===== config.mk =====
export PLATFORM = sky130hd
export DESIGN_NAME = slowram_arbiter_flat
export DESIGN_NICKNAME = d
export VERILOG_FILES = /design/src/rtl/slowram_arbiter_if.sv /design/src/rtl/slowram_arbiter.sv /design/src/flat_wrapper.sv
export SDC_FILE = /design/constraint.sdc
export NUM_CORES = 1
export LEC_CHECK = 0
export ABC_AREA = 1
export BUFFER_PORTS_ARGS = -buffer_cell sky130_fd_sc_hd__buf_4
export CORE_MARGIN = 4
export CORE_UTILIZATION = 49
export CTS_BUF_LIST = sky130_fd_sc_hd__clkbuf_4
export CTS_CLUSTER_SIZE = 20
export DETAILED_ROUTE_END_ITERATION = 10
export MAX_ROUTING_LAYER = met4
export PLACE_DENSITY = 0.81
export SETUP_SLACK_MARGIN = 0.05
export SLEW_MARGIN = 20
export SYNTH_ARGS = -nofsm -noshare
export SYNTH_HDL_FRONTEND = slang
export SYNTH_SLANG_ARGS = --single-unit

===== constraint.sdc =====
create_clock -name clk_sys -period 1.9 [get_ports clk_sys]
set_input_delay 0.285 -clock clk_sys [delete_from_list [all_inputs] [get_ports clk_sys]]
set_output_delay 0.285 -clock clk_sys [all_outputs]
set_load 0.005 [all_outputs]

===== src/rtl/slowram_arbiter_if.sv =====
// slowram_arbiter_if
// Bundles the three buses around the slow RAM arbiter:
//   CPU side   : cpu_req, cpu_we, cpu_addr, cpu_din -> cpu_dout, cpu_ack, cpu_wait
//   Video side : vid_req, vid_addr                  -> vid_dout, vid_ack
//   RAM side   : ram_ce, ram_we, ram_addr, ram_din  <- ram_dout
// The arbiter connects through the slave modport. The surrounding system
// (core, video fetch and RAM macro) connects through the master modport.
interface slowram_arbiter_if #(
  parameter int RAM_AW = 17
);
  logic              cpu_req;
  logic              cpu_we;
  logic [RAM_AW-1:0] cpu_addr;
  logic [7:0]        cpu_din;
  logic [7:0]        cpu_dout;
  logic              cpu_ack;
  logic              cpu_wait;

  logic              vid_req;
  logic [RAM_AW-1:0] vid_addr;
  logic [7:0]        vid_dout;
  logic              vid_ack;

  logic              ram_ce;
  logic              ram_we;
  logic [RAM_AW-1:0] ram_addr;
  logic [7:0]        ram_din;
  logic [7:0]        ram_dout;

  modport slave (
    input  cpu_req, cpu_we, cpu_addr, cpu_din,
    output cpu_dout, cpu_ack, cpu_wait,
    input  vid_req, vid_addr,
    output vid_dout, vid_ack,
    output ram_ce, ram_we, ram_addr, ram_din,
    input  ram_dout
  );

  modport master (
    output cpu_req, cpu_we, cpu_addr, cpu_din,
    input  cpu_dout, cpu_ack, cpu_wait,
    output vid_req, vid_addr,
    input  vid_dout, vid_ack,
    input  ram_ce, ram_we, ram_addr, ram_din,
    output ram_dout
  );
endinterface


===== src/rtl/slowram_arbiter.sv =====
// slowram_arbiter
// Shares the single-port 128 KiB slow RAM between CPU accesses and video
// fetches. CPU accesses start only on the 1 MHz slot strobe and stall the
// core through cpu_wait; video fetches take any idle cycle, limited by a
// starvation guard so a waiting CPU access is granted after MAX_VID fetches.
// Ports:
//   clk_sys   system clock
//   reset     synchronous, active-high reset
//   slow_tick one-cycle slot strobe qualifying CPU access starts
//   bus       slowram_arbiter_if.slave (CPU, video and RAM buses)
module slowram_arbiter #(
  parameter int RAM_AW  = 17,
  parameter int RAM_LAT = 1,
  parameter int MAX_VID = 4
) (
  input  logic                 clk_sys,
  input  logic                 reset,
  input  logic                 slow_tick,
  slowram_arbiter_if.slave     bus
);

  localparam int VW = $clog2(MAX_VID + 1);

  typedef enum logic [1:0] {IDLE, ISSUE, WAITD, DONE} state_t;

  state_t            state_q, state_d;
  logic [VW-1:0]     vcnt_q, vcnt_d;
  logic [1:0]        wcnt_q, wcnt_d;
  logic              gcpu_q, gcpu_d;
  logic              wr_q, wr_d;

  logic              ram_ce_q, ram_ce_d;
  logic              ram_we_q, ram_we_d;
  logic [RAM_AW-1:0] ram_addr_q, ram_addr_d;
  logic [7:0]        ram_din_q, ram_din_d;
  logic [7:0]        cpu_dout_q, cpu_dout_d;
  logic [7:0]        vid_dout_q, vid_dout_d;
  logic              cpu_ack_q, cpu_ack_d;
  logic              vid_ack_q, vid_ack_d;

  // A requester whose ack is showing this cycle has not yet had the chance
  // to drop its request, so it is not treated as a new request.
  logic cpu_pend, vid_pend, vcnt_max;
  assign cpu_pend = bus.cpu_req & ~cpu_ack_q;
  assign vid_pend = bus.vid_req & ~vid_ack_q;
  assign vcnt_max = (vcnt_q == VW'(MAX_VID));

  always_comb begin
    state_d    = state_q;
    vcnt_d     = vcnt_q;
    wcnt_d     = wcnt_q;
    gcpu_d     = gcpu_q;
    wr_d       = wr_q;
    ram_ce_d   = 1'b0;
    ram_we_d   = 1'b0;
    ram_addr_d = ram_addr_q;
    ram_din_d  = ram_din_q;
    cpu_dout_d = cpu_dout_q;
    vid_dout_d = vid_dout_q;
    cpu_ack_d  = 1'b0;
    vid_ack_d  = 1'b0;

    unique case (state_q)
      IDLE: begin
        if (cpu_pend && slow_tick && (vcnt_max || !vid_pend)) begin
          state_d    = ISSUE;
          ram_ce_d   = 1'b1;
          ram_we_d   = bus.cpu_we;
          ram_addr_d = bus.cpu_addr;
          ram_din_d  = bus.cpu_din;
          gcpu_d     = 1'b1;
          wr_d       = bus.cpu_we;
          vcnt_d     = '0;
        end else if (vid_pend && !(vcnt_max && cpu_pend)) begin
          // Once the guard count is reached, video stays blocked until
          // the waiting CPU access has been granted on a later tick.
          state_d    = ISSUE;
          ram_ce_d   = 1'b1;
          ram_addr_d = bus.vid_addr;
          gcpu_d     = 1'b0;
          wr_d       = 1'b0;
          if (!cpu_pend)      vcnt_d = '0;
          else if (!vcnt_max) vcnt_d = vcnt_q + 1'b1;
        end
      end
      ISSUE: begin
        if (RAM_LAT > 1) begin
          state_d = WAITD;
          wcnt_d  = 2'(RAM_LAT - 2);
        end else begin
          state_d = DONE;
        end
      end
      WAITD: begin
        if (wcnt_q == 2'd0) state_d = DONE;
        else                wcnt_d  = wcnt_q - 2'd1;
      end
      DONE: begin
        // ram_dout is valid during DONE; data and ack appear together.
        if (!wr_q) begin
          if (gcpu_q) cpu_dout_d = bus.ram_dout;
          else        vid_dout_d = bus.ram_dout;
        end
        if (gcpu_q) cpu_ack_d = 1'b1;
        else        vid_ack_d = 1'b1;
        state_d = IDLE;
      end
      default: state_d = IDLE;
    endcase
  end

  always_ff @(posedge clk_sys) begin
    if (reset) begin
      state_q    <= IDLE;
      vcnt_q     <= '0;
      wcnt_q     <= '0;
      gcpu_q     <= 1'b0;
      wr_q       <= 1'b0;
      ram_ce_q   <= 1'b0;
      ram_we_q   <= 1'b0;
      ram_addr_q <= '0;
      ram_din_q  <= '0;
      cpu_dout_q <= '0;
      vid_dout_q <= '0;
      cpu_ack_q  <= 1'b0;
      vid_ack_q  <= 1'b0;
    end else begin
      state_q    <= state_d;
      vcnt_q     <= vcnt_d;
      wcnt_q     <= wcnt_d;
      gcpu_q     <= gcpu_d;
      wr_q       <= wr_d;
      ram_ce_q   <= ram_ce_d;
      ram_we_q   <= ram_we_d;
      ram_addr_q <= ram_addr_d;
      ram_din_q  <= ram_din_d;
      cpu_dout_q <= cpu_dout_d;
      vid_dout_q <= vid_dout_d;
      cpu_ack_q  <= cpu_ack_d;
      vid_ack_q  <= vid_ack_d;
    end
  end

  assign bus.ram_ce   = ram_ce_q;
  assign bus.ram_we   = ram_we_q;
  assign bus.ram_addr = ram_addr_q;
  assign bus.ram_din  = ram_din_q;
  assign bus.cpu_dout = cpu_dout_q;
  assign bus.vid_dout = vid_dout_q;
  assign bus.cpu_ack  = cpu_ack_q;
  assign bus.vid_ack  = vid_ack_q;
  assign bus.cpu_wait = bus.cpu_req & ~cpu_ack_q;

endmodule


===== src/flat_wrapper.sv =====
// flat-port wrapper written by rule: the top's interface ports become plain ports
module slowram_arbiter_flat 
#(
  parameter int RAM_AW  = 17,
  parameter int RAM_LAT = 1,
  parameter int MAX_VID = 4
)
  (clk_sys, reset, slow_tick, bus_cpu_req, bus_cpu_we, bus_cpu_addr, bus_cpu_din, bus_cpu_dout, bus_cpu_ack, bus_cpu_wait, bus_vid_req, bus_vid_addr, bus_vid_dout, bus_vid_ack, bus_ram_ce, bus_ram_we, bus_ram_addr, bus_ram_din, bus_ram_dout);
  slowram_arbiter_if #(.RAM_AW(RAM_AW)) bus_i ();
  input  logic clk_sys;
  input  logic reset;
  input  logic slow_tick;
  input wire logic [$bits(bus_i.cpu_req)-1:0] bus_cpu_req;
  input wire logic [$bits(bus_i.cpu_we)-1:0] bus_cpu_we;
  input wire logic [$bits(bus_i.cpu_addr)-1:0] bus_cpu_addr;
  input wire logic [$bits(bus_i.cpu_din)-1:0] bus_cpu_din;
  output wire logic [$bits(bus_i.cpu_dout)-1:0] bus_cpu_dout;
  output wire logic [$bits(bus_i.cpu_ack)-1:0] bus_cpu_ack;
  output wire logic [$bits(bus_i.cpu_wait)-1:0] bus_cpu_wait;
  input wire logic [$bits(bus_i.vid_req)-1:0] bus_vid_req;
  input wire logic [$bits(bus_i.vid_addr)-1:0] bus_vid_addr;
  output wire logic [$bits(bus_i.vid_dout)-1:0] bus_vid_dout;
  output wire logic [$bits(bus_i.vid_ack)-1:0] bus_vid_ack;
  output wire logic [$bits(bus_i.ram_ce)-1:0] bus_ram_ce;
  output wire logic [$bits(bus_i.ram_we)-1:0] bus_ram_we;
  output wire logic [$bits(bus_i.ram_addr)-1:0] bus_ram_addr;
  output wire logic [$bits(bus_i.ram_din)-1:0] bus_ram_din;
  input wire logic [$bits(bus_i.ram_dout)-1:0] bus_ram_dout;
  assign bus_i.cpu_req = bus_cpu_req;
  assign bus_i.cpu_we = bus_cpu_we;
  assign bus_i.cpu_addr = bus_cpu_addr;
  assign bus_i.cpu_din = bus_cpu_din;
  assign bus_cpu_dout = bus_i.cpu_dout;
  assign bus_cpu_ack = bus_i.cpu_ack;
  assign bus_cpu_wait = bus_i.cpu_wait;
  assign bus_i.vid_req = bus_vid_req;
  assign bus_i.vid_addr = bus_vid_addr;
  assign bus_vid_dout = bus_i.vid_dout;
  assign bus_vid_ack = bus_i.vid_ack;
  assign bus_ram_ce = bus_i.ram_ce;
  assign bus_ram_we = bus_i.ram_we;
  assign bus_ram_addr = bus_i.ram_addr;
  assign bus_ram_din = bus_i.ram_din;
  assign bus_i.ram_dout = bus_ram_dout;
  slowram_arbiter #(.RAM_AW(RAM_AW), .RAM_LAT(RAM_LAT), .MAX_VID(MAX_VID)) u_core (.clk_sys(clk_sys), .reset(reset), .slow_tick(slow_tick), .bus(bus_i));
endmodule

==> impl_metrics.yaml <==
power_and_ir_drop:
  intPower_mw: 1.73
  p_clk_share_pct: 21.2
  powerDensity_mw_per_mm2: 759
  pwr-share-comb_pct: 26.8
  p_leak_nw: 1.71
  p_sw_uw: 783
  ir_drop_uv: 471
  sw_frac_of_total_pct: 31.2
  p_seq_share_pct: 52.0
timing:
  rsz0062_at_grt: "no"
  min_period_ns: 1.62
  drv_slew: 0
  worst_slack_ns: 0.275
  finalHoldViolCount: 0
  skew_ns: 0.0147
  max_freq_ghz: 0.616
  tns_ns: 0
  min_period_over_period_pct: 85.5
  finalSetupViolations: 0
  worstMarginPinSlew_ns: 0.452
  maxSlewHeadroom_pct: 69.8
clock_tree:
  htreeDepth: 2
  numCtsBuffers: 5
  root_buffer: "clkbuf_4"
  tritoncts: "done"
  worstSkewPairLatency_ns: 0.38
  cts_buffer_depth: 2
  cts_setup_buffers: 0
  holdBufCountCts: 0
  clock_sinks: 54
  clkTransAtPathRegs_ns: 0.17
  ctsResizeCount: 0
grt:
  grt_pass1_wl_um: 9590
  grt_pass1_vias: 2197
  antenna_found_initial: 0
  grt_usage_pct: 19.5
  grt_max_degree: 38
  grt_overflow_total: 0
route:
  drtAntennaViolNets: 0
  drc: 0
  vias: 2388
  wl_per_cell_um: 10.6
  via_per_inst: 4.51
  drt_iter0_markers: 83
  wl_um: 5640
  dr.pass1.iters: 4
critical_path:
  startpoint_type: "register"
  ff2ff_path_depth: 7
  r2r_end: "u_core.bus.ram_din[4]"
  required_ns: 2.19
  critical_path.startpoint: "u_core.state_q[0]"
  end_kind: "register"
  critPathKind: "register to register"
  worstPathMaxFanout: 10
  arrival_ns: 1.91
  cp-endpoint: "u_core.bus.ram_din[4]"
  timing.rr.start: "u_core.state_q[0]"
  r2r_setup_slack_ns: 0.28
synth:
  netlist-cell-type-count: 19
  ys_seq_elements: 54
  synthTopCellsByArea: "dfxtp_1, nand2_1, nor2_1, inv_1, o21ai_0"
  postSynthAreaPerCell_um2: 6.74
  yosysSeqAreaShare_pct: 44.2
  synth_nets: 425
  synth_top_area_cell: "dfxtp_1"
  synth_warnings: 0
  synthCells: 363
  synth_most_common_cell: "nand2_1"
  synth_area_mm2: 0.00245
  async_reset_ff_share_pct: 0
  synth-edff-count: 0
  ys.flop_type: "dfxtp_1"
  synth_top_area_share_pct: 44.2
  synthTopCellsByCount: "nand2_1, nor2_1, dfxtp_1, inv_1, o21ai_0"
layout:
  nNetsFinal: 524
  area_delta_synth_final_pct: 35.2
  diodes: 0
  drive_gt1_share_pct: 27.0
die:
  num_rows: 25
  coreArea_mm2: 0.00479
  io_pins: 102
  start_util_pct: 51.1
  die_area_mm2: 0.00619
  fp.dieH_um: 78.7
  die_w_um: 78.7
min_path:
  min_path_type: "primary input to register"
placement:
  gp_congestion: 0.810
  port_buffers: 101
  place_ws_ns: 0.289
  post-dp-hpwl_um: 4270
flow_run:
  drv_cap: 0
status:
  status: "completed"
[routing by layer]
layer / GRT usage [%] / routed length, um
met2: 35.5 / 3020
met3: 4.13 / 270
met4: 4.20 / 48
met5: - / 0
met1: 21.9 / 2300
[worst max-delay path, cell delays in order, from the launching register on]
cell	delay (ns)
dfxtp_1	0.36
inv_1	0.08
ha_1	0.44
inv_1	0.14
nor2_4	0.23
inv_2	0.12
nor2_1	0.12
nor2_1	0.05
[area by class of cell]
cell class | instances | area [um2]
clock buffer | 5 | 37.5
clock inverter | 3 | 23.8
fill | 448 | 1480
inverter | 51 | 191
multi-input combinational | 245 | 1090
sequential | 54 | 1080
tap | 67 | 83.8
timing repair buffer | 105 | 801
[power groups by stage]
stage / logic [mW] / clock network [mW] / registers (mW)
floorplan: 0.389 / 0 / 1.33
global placement: 0.663 / 0 / 1.33
detailed placement: 0.678 / 0 / 1.33
CTS: 0.680 / 0.549 / 1.30
global route: 0.777 / 0.595 / 1.32
finish: 0.673 / 0.532 / 1.30
[flip-flops by register name, summed over array words and instances (netlist names)]
name / flops
u_core.bus.cpu_dout: 8
u_core.state_q: 2
u_core.bus.ram_we: 1
u_core.bus.vid_dout: 8
u_core.wcnt_q: 2
u_core.wr_q: 1
u_core.vcnt_q: 3
u_core.bus.ram_ce: 1
u_core.bus.cpu_ack: 1
u_core.bus.ram_addr: 17
u_core.bus.vid_ack: 1
u_core.gcpu_q: 1
u_core.bus.ram_din: 8
[cell usage in the layout, fill, tap and decap left out]
master / instances
buf_4: 104
nand2_1: 100
nor2_1: 77
dfxtp_1: 54
inv_1: 47
o21ai_0: 26
a21oi_1: 17
nand3_1: 9
ha_1: 6
clkbuf_4: 5
inv_2: 4
nand2_2: 3
nor2_4: 2
nor3_1: 2
clkinvlp_4: 2
nor2_2: 1
nand2_4: 1
nand2_8: 1
inv_6: 1
buf_12: 1
[logic make-up (layout without fill, tap and decap cells)]
kind of cell | count (synthesis) | after routing | share of synthesized area (%)
AND/OR/NAND/NOR | 196 | 196 | 32.6
adder cells (fa/ha/maj) | 6 | 6 | 3.07
AO/OA/AOI/OAI | 43 | 43 | 8.80
flip-flops | 54 | 54 | 44.2
buffers and inverters | 64 | 164 | 11.3
[how the worst min path moves through the flow]
stage               slack [ns]              startpoint                      to  cells past startpoint
finish                    0.10                   reset      u_core.bus.cpu_ack                      2
global route              0.07                   reset      u_core.bus.cpu_ack                      2
CTS                       0.08                   reset           u_core.gcpu_q                      2
detailed placement        0.44  u_core.bus.cpu_dout[3]  u_core.bus.cpu_dout[3]                      2
global placement          0.43  u_core.bus.cpu_dout[3]  u_core.bus.cpu_dout[3]                      2
floorplan                 0.35                   reset           u_core.gcpu_q                      1
[metrics by stage]
step	instance area (um2)	cells	power (mW)	utilization (%)	hold slack [ns]
after global routing	3310	530	2.69	69.1	0.0670
after global placement	3250	522	1.99	67.8	0.431
after CTS	3310	530	2.53	69.1	0.0794
after floorplan	2450	363	1.72	-	0.354
final	3310	530	2.51	69.1	0.102
after detailed placement	3250	522	2.01	67.8	0.437
(Power assumes the default switching activity.)
